===== config.mk =====
export PLATFORM = sky130hd
export DESIGN_NAME = uart_tx_framer
export DESIGN_NICKNAME = d
export VERILOG_FILES = /design/src/rtl/uart_tx_framer.sv
export SDC_FILE = /design/constraint.sdc
export NUM_CORES = 1
export LEC_CHECK = 0
export ABC_AREA = 1
export BUFFER_PORTS_ARGS = -buffer_cell sky130_fd_sc_hd__buf_2
export CORE_MARGIN = 2
export CORE_UTILIZATION = 50
export CTS_CLUSTER_SIZE = 25
export DETAILED_ROUTE_END_ITERATION = 10
export PLACE_DENSITY_LB_ADDON = 0.15
export SYNTH_ARGS = -nofsm -noshare
export SYNTH_HDL_FRONTEND = slang
export SYNTH_SLANG_ARGS = --single-unit

===== constraint.sdc =====
create_clock -name clk -period 1.65 [get_ports clk]
set_clock_uncertainty 0.1 [all_clocks]
set_input_delay 0.2475 -clock clk [delete_from_list [all_inputs] [get_ports clk]]
set_output_delay 0.2475 -clock clk [all_outputs]
set_load 0.02 [all_outputs]

===== src/rtl/uart_tx_framer.sv =====
// uart_tx_framer: UART TX serialiser (start, LSB-first data, optional parity, 1/2 stop); TX_BREAK_EN adds break_req and a BREAK state
module uart_tx_framer #(
  parameter int DATA_WIDTH   = 7,
  parameter int PARITY_MODE  = 1,
  parameter int STOP_BITS    = 1,
  parameter int CLKS_PER_BIT = 16
) (
  input  logic                  clk,
  input  logic                  rst,
  input  logic [DATA_WIDTH-1:0] data_in,
  input  logic                  data_valid,
`ifdef TX_BREAK_EN
  input  logic                  break_req,
`endif
  output logic                  data_ready,
  output logic                  tx,
  output logic                  busy,
  output logic                  frame_done
);
  localparam int BW = $clog2(CLKS_PER_BIT);
  if (DATA_WIDTH < 5 || DATA_WIDTH > 9 || PARITY_MODE < 0 || PARITY_MODE > 2 ||
      STOP_BITS < 1 || STOP_BITS > 2 || CLKS_PER_BIT < 2) begin : g_bad_param
    $error("uart_tx_framer: illegal parameter value");
  end
  typedef enum logic [2:0] {
    S_IDLE, S_START, S_DATA, S_PARITY, S_STOP
`ifdef TX_BREAK_EN
    , S_BREAK, S_BSTOP
`endif
  } state_t;
  state_t                r_state, w_next;
  logic [BW-1:0]         r_baud;
  logic [3:0]            r_bit;
  logic [DATA_WIDTH-1:0] r_shift;
  logic                  r_par;
  logic                  w_tick, w_last_bit, w_last_stop, w_load;
  assign w_tick      = r_baud == BW'(CLKS_PER_BIT - 1);
  assign w_last_bit  = r_bit == 4'(DATA_WIDTH - 1);
  assign w_last_stop = r_bit == 4'(STOP_BITS - 1);
  assign data_ready  = r_state == S_IDLE;
  assign busy        = r_state != S_IDLE;
  assign frame_done  = r_state == S_STOP && w_tick && w_last_stop;
  assign tx = r_state == S_START  ? 1'b0 :
              r_state == S_DATA   ? r_shift[0] :
              r_state == S_PARITY ? r_par :
`ifdef TX_BREAK_EN
              r_state == S_BREAK  ? 1'b0 :
`endif
              1'b1;
  always_comb begin
    w_next = r_state;
    w_load = 1'b0;
    case (r_state)
      S_IDLE: begin
`ifdef TX_BREAK_EN
        if (break_req) w_next = S_BREAK;
        else
`endif
        if (data_valid) begin
          w_next = S_START;
          w_load = 1'b1;
        end
      end
      S_START:  w_next = w_tick ? S_DATA : S_START;
      S_DATA:   w_next = (w_tick && w_last_bit) ? (PARITY_MODE != 0 ? S_PARITY : S_STOP) : S_DATA;
      S_PARITY: w_next = w_tick ? S_STOP : S_PARITY;
      S_STOP:   w_next = (w_tick && w_last_stop) ? S_IDLE : S_STOP;
`ifdef TX_BREAK_EN
      S_BREAK:  w_next = break_req ? S_BREAK : S_BSTOP;
      S_BSTOP:  w_next = (w_tick && w_last_stop) ? S_IDLE : S_BSTOP;
`endif
      default:  w_next = S_IDLE;
    endcase
  end
  always_ff @(posedge clk or posedge rst) begin
    if (rst) begin
      r_state <= S_IDLE;
      r_baud  <= '0;
      r_bit   <= '0;
      r_shift <= '0;
      r_par   <= 1'b0;
    end else begin
      r_state <= w_next;
      r_baud  <= (r_state == S_IDLE || w_tick
`ifdef TX_BREAK_EN
                  || r_state == S_BREAK
`endif
                 ) ? '0 : r_baud + 1'b1;
      r_bit   <= (w_next != r_state) ? '0 : r_bit + 4'(w_tick);
      if (w_load) begin
        r_shift <= data_in;
        r_par   <= PARITY_MODE == 1 ? ~^data_in : ^data_in;
      end else if (r_state == S_DATA && w_tick) begin
        r_shift <= r_shift >> 1;
      end
    end
  end
endmodule

==> After elaboration in Yosys (flattened, before gate mapping) <==
Cells that the tools add are included.
{ "op_classes": {"reduce_logical": 11, "add_sub_neg": 2, "eq_ne": 7, "muxes": 15} }
{ "ops": {"columns": ["operator", "count"], "rows": [
  ["case mux 3 bit (5 select lines)", 1],
  ["2-to-1 mux 7 bit", 2],
  ["2-to-1 mux 3 bit", 3],
  ["2-to-1 mux 4 bit", 2],
  ["XNOR reduction 7 bit", 1],
  ["== test 3 x 2 -> 1 bit (second input constant)", 2],
  ["2-to-1 mux 1 bit", 6],
  ["logical AND 1 bit", 5],
  ["adder 4 x 1 -> 4 bit", 1],
  ["adder 4 x 1 -> 4 bit (second input constant)", 1],
  ["== test 4 x 3 -> 1 bit (second input constant)", 1],
  ["== test 4 bit (second input constant)", 1],
  ["logical NOT 4 bit", 1],
  ["== test 3 x 1 -> 1 bit (second input constant)", 1],
  ["== test 3 bit (second input constant)", 1],
  ["logical NOT 3 bit", 1],
  ["inequality test 3 bit", 1],
  ["nonzero test 3 bit", 1],
  ["2-to-1 mux 2 bit", 1],
  ["nonzero test 2 bit", 1],
  ["logical OR 1 bit", 1]
]} }
{ "totals": {"output_inout_bits": 4, "regBits": 19} }

==> Depth between registers and ports, before layout <==
{ "logic_depth": {"word_depth": 6, "mapped_depth": 10} }

==> Least setup slack after synthesis <==
OpenSTA, ideal clock, no wires.
{ "synth_path": {"path_type": "register to register", "from": "reg r_baud[0]", "to": "reg r_bit[2]", "path_stages_with_launch": 8, "path_slack_ps": 18, "t_required_ps": 1430, "path_buffers": 0, "arrival_time_ps": 1412, "setup_time_ps": 120, "cell_sequence": "dfrtp_1 ha_1 nand3_4 clkinv_2 ha_1 ha_1 xnor2_1 nor2_1"} }
{ "synth_between": {"elab_chain_len": 6, "elab_cells_between_ends": 11} }
{ "synth_rtl": {"columns": ["item", "line", "source"], "rows": [
  ["start, declared", "32", "logic [BW-1:0] r_baud;"],
  ["start signal, assigned", "84", "r_baud <= (r_state == S_IDLE || w_tick"],
  ["== test 4 bit *", "37", "assign w_tick = r_baud == BW'(CLKS_PER_BIT - 1);"],
  ["logical AND 1 bit (on tied branches)", "65, 67", null],
  ["2-to-1 mux 1 bit or 2-to-1 mux 3 bit (tied branches)", "65, 67", null],
  ["case mux 3 bit (5 select lines)", "53", "case (r_state)"],
  ["inequality test 3 bit", "89", "r_bit <= (w_next != r_state) ? '0 : r_bit + 4'(w_tick);"],
  ["2-to-1 mux 4 bit *", "89", null],
  ["end signal, assigned", "89", null],
  ["end, declared", "33", "logic [3:0] r_bit;"]
]} }
Mark *: on every way between the ends. The rest lies on a longest branch, timed or not.
A chain may end at the register's enable or synchronous reset.

==> Worst setup path after layout <==
{ "layout_path": {"from": "reg r_state[0]", "to": "out data_ready"} }
{ "layout_between": {"elab_chain_len": 1} }
{ "layout_rtl": {"columns": ["item", "line", "source"], "rows": [
  ["start, declared", "31", "state_t r_state, w_next;"],
  ["start signal, assigned", "83", "r_state <= w_next;"],
  ["logical NOT 3 bit", "40", "assign data_ready = r_state == S_IDLE;"],
  ["end, declared", "15", "output logic data_ready,"]
]} }
No other way between the ends.

==> results.ini <==
[run_status]
status=finished with violations
violations=setup timing

[global_routing]
track_usage_pct=20.2
overflow=0
grt_start_max_net_pins=20
grt_pass1_wl_um=3820
grt_antenna_before_repair=0
grt_pass1_vias=918

[yosys]
synth_edf_count=0
ys.flop_type=dfrtp_1
async_flop_share_pct=100
synth_top_area_share_pct=42.9
synthCells=134
synth_warnings=0
netlist-cell-type-count=23
ys_seq_area_share_pct=42.9
ys_top_cells_by_area=dfrtp_1, nand2_1, nor2_1
synth-seq-cells=19
syn_area_um2=1110
yosys.area.top_type=dfrtp_1
syn_avg_cell_area_um2=8.27
syn_nets=147

[hold_path]
hp-class=input pin to flop

[clocking]
worstSkewPairLatency_ps=300
clk_pin_slew_worst_paths_ps=110
numCtsBuffers=3
cts.htree.levels=1
clock-root-buffer=clkbuf_4
clkSinkCount=19
clockBufferDepth=2
cts_tree=built

[detailed_routing]
drtIter0Drc=14
detailroute.via_count=926
top_layer=met4
wl_met1_um=962
postRouteWirelength_um=2160
met2_length_um=1120
drc=0
wl_met3_um=45
first_pass_iters=4
postRouteAntennaNets=0
wl_per_cell_um=11.3
routed_via_density=4.85

[worst_setup_path]
worstPathArrival_ps=1330
slowest_stage=dfrtp_2
cp_top_family=flip-flops
crit_required_ps=1300
slowest_delay_ps=470
path_buf_inv=2
r2r_slack_ps=70
start_kind=flop
endpoint_kind=primary output
crit_chain=nor2_2 -> nand2_1 -> inv_1 -> buf_2
crit_type=flop to primary output
path_max_fanout=4

[placement]
io_buffers=13
gp_congestion=0.763
place_hpwl_um=1510
placed_area_um2=1220
place_ws_ps=30.9

[finish]
fin_area_um2=1400
diodes=0
layout-drive-gt1-share_pct=33.7
nets=177
syn2layout_area_growth_pct=26.4

[floorplan]
chipHeight_um=51.1
row_count=17
dieArea_um2=2610
coreArea_um2=2150
initial_core_util_pct=51.6
io_pins=14
die_x_um=51.1

[timing]
grt_setup_unrepaired=yes
hold_slack_ps=104
setup_viol=2
period_needed_ps=1670
hold_viol=0
fmax_mhz=598
finalCritPeriodShare_pct=101
fin_ws_ps=-22.5
relSlewSlack_pct=83.7
slew_violations=0
finalSetupTns_ps=-36.1
max_slew.worst_pin.slew_ps=242

[pwr]
leakage_nw=0.739
cellPowerDensity_nw_per_um2=543
ir_drop_mv=0.373

[flow_run]
max-cap-violations=0

## through the flow
stage | util (%) | power [mW] | std cells
after floorplan | - | 0.505 | 134
after global placement | 57.0 | 0.527 | 177
after detailed placement | 57.0 | 0.529 | 177
after CTS | 63.8 | 0.773 | 191
after global routing | 65.2 | 0.796 | 191
final | 65.2 | 0.760 | 191
## Yosys cell counts, types with 2 or more instances
cell / n
ha_1: 3
dfrtp_1: 19
nand3_2: 3
nand3_1: 5
a21oi_1: 9
nand2_2: 4
o21ai_0: 7
nand2_1: 28
inv_2: 2
clkinv_1: 2
xor2_1: 6
xnor2_1: 4
inv_1: 14
nand3_4: 2
nor2_1: 18
## path summary, 6_finish.rpt
path / from / depth (start not counted) / to
min in group asynchronous: rst / 4 / r_baud[3]
min: data_in[5] / 3 / r_shift[5]
max reg2reg: r_baud[1] / 8 / r_bit[1]
min reg2reg: r_shift[2] / 2 / r_shift[2]
max: r_state[0] / 4 / data_ready
max in group asynchronous: rst / 4 / r_state[1]
## logic make-up (layout without fill, tap and decap cells)
kind of cell	Yosys count	count (layout)	share of synthesized area, %
buffers and inverters	20	49	7.11
XOR/XNOR	10	10	7.90
AND/OR/NAND/NOR	65	65	30.7
AO/OA/AOI/OAI	17	17	8.01
flip-flops	19	19	42.9
adder cells (fa/ha/maj)	3	3	3.39
## report_power, final
| group | switching, mW | internal [mW] |
|---|---|---|
| registers | 0 | 0.465 |
| logic | 0.0321 | 0.0234 |
| clock network | 0.149 | 0.0905 |
| total | 0.181 | 0.579 |
## layout make-up
cell class / count / area, um^2
clock buffers: 3 / 22.5
clock inverters: 1 / 5.00
fillers: 184 / 747
inverters: 20 / 82.6
multi-input cells: 95 / 601
flip-flops and latches: 19 / 478
well taps: 28 / 35.0
repair buffers: 25 / 178
## what timing repair did
action,4_1_cts,5_1_grt
resized for setup,13,9
hold endpoints to repair,19,0
cloned,0,0
setup endpoints to repair,2,8
pin swaps,1,4
buffers inserted,9,0
hold buffers,1,0
## worst reg2reg max path: cells and delay by family, from the launching register on
family                   cells  cell delay, ps
flip-flops                   1             430
adder cells (fa/ha/maj)      3             630
AND/OR/NAND/NOR              2             150
buffers and inverters        3             210
## cell usage in the layout, fill, tap and decap left out, types with 4 or more instances in the layout
cell type | Yosys | layout
inv_2 | 2 | 4
o21ai_0 | 7 | 5
inv_1 | 14 | 12
buf_4 | 0 | 9
nand3_1 | 5 | 5
nor2_1 | 18 | 18
buf_2 | 0 | 11
nand2_1 | 28 | 26
nand2_2 | 4 | 6
xor2_1 | 6 | 6
dfrtp_1 | 19 | 17
a21oi_1 | 9 | 9
buf_6 | 0 | 4
xnor2_1 | 4 | 4
## sequential cells by signal, summed over array words and instances (netlist names)
| signal | count |
|---|---|
| r_shift | 7 |
| r_baud | 4 |
| r_bit | 4 |
| r_state | 3 |
| r_par | 1 |
## routing by layer
layer | global-route usage [%] | up-vias
li1 | - | 479
met4 | 10.8 | 0
met1 | 23.6 | 430
met2 | 34.8 | 11
met3 | 3.51 | 6
met5 | 0 | -
Power figures use the tool's default switching activity.
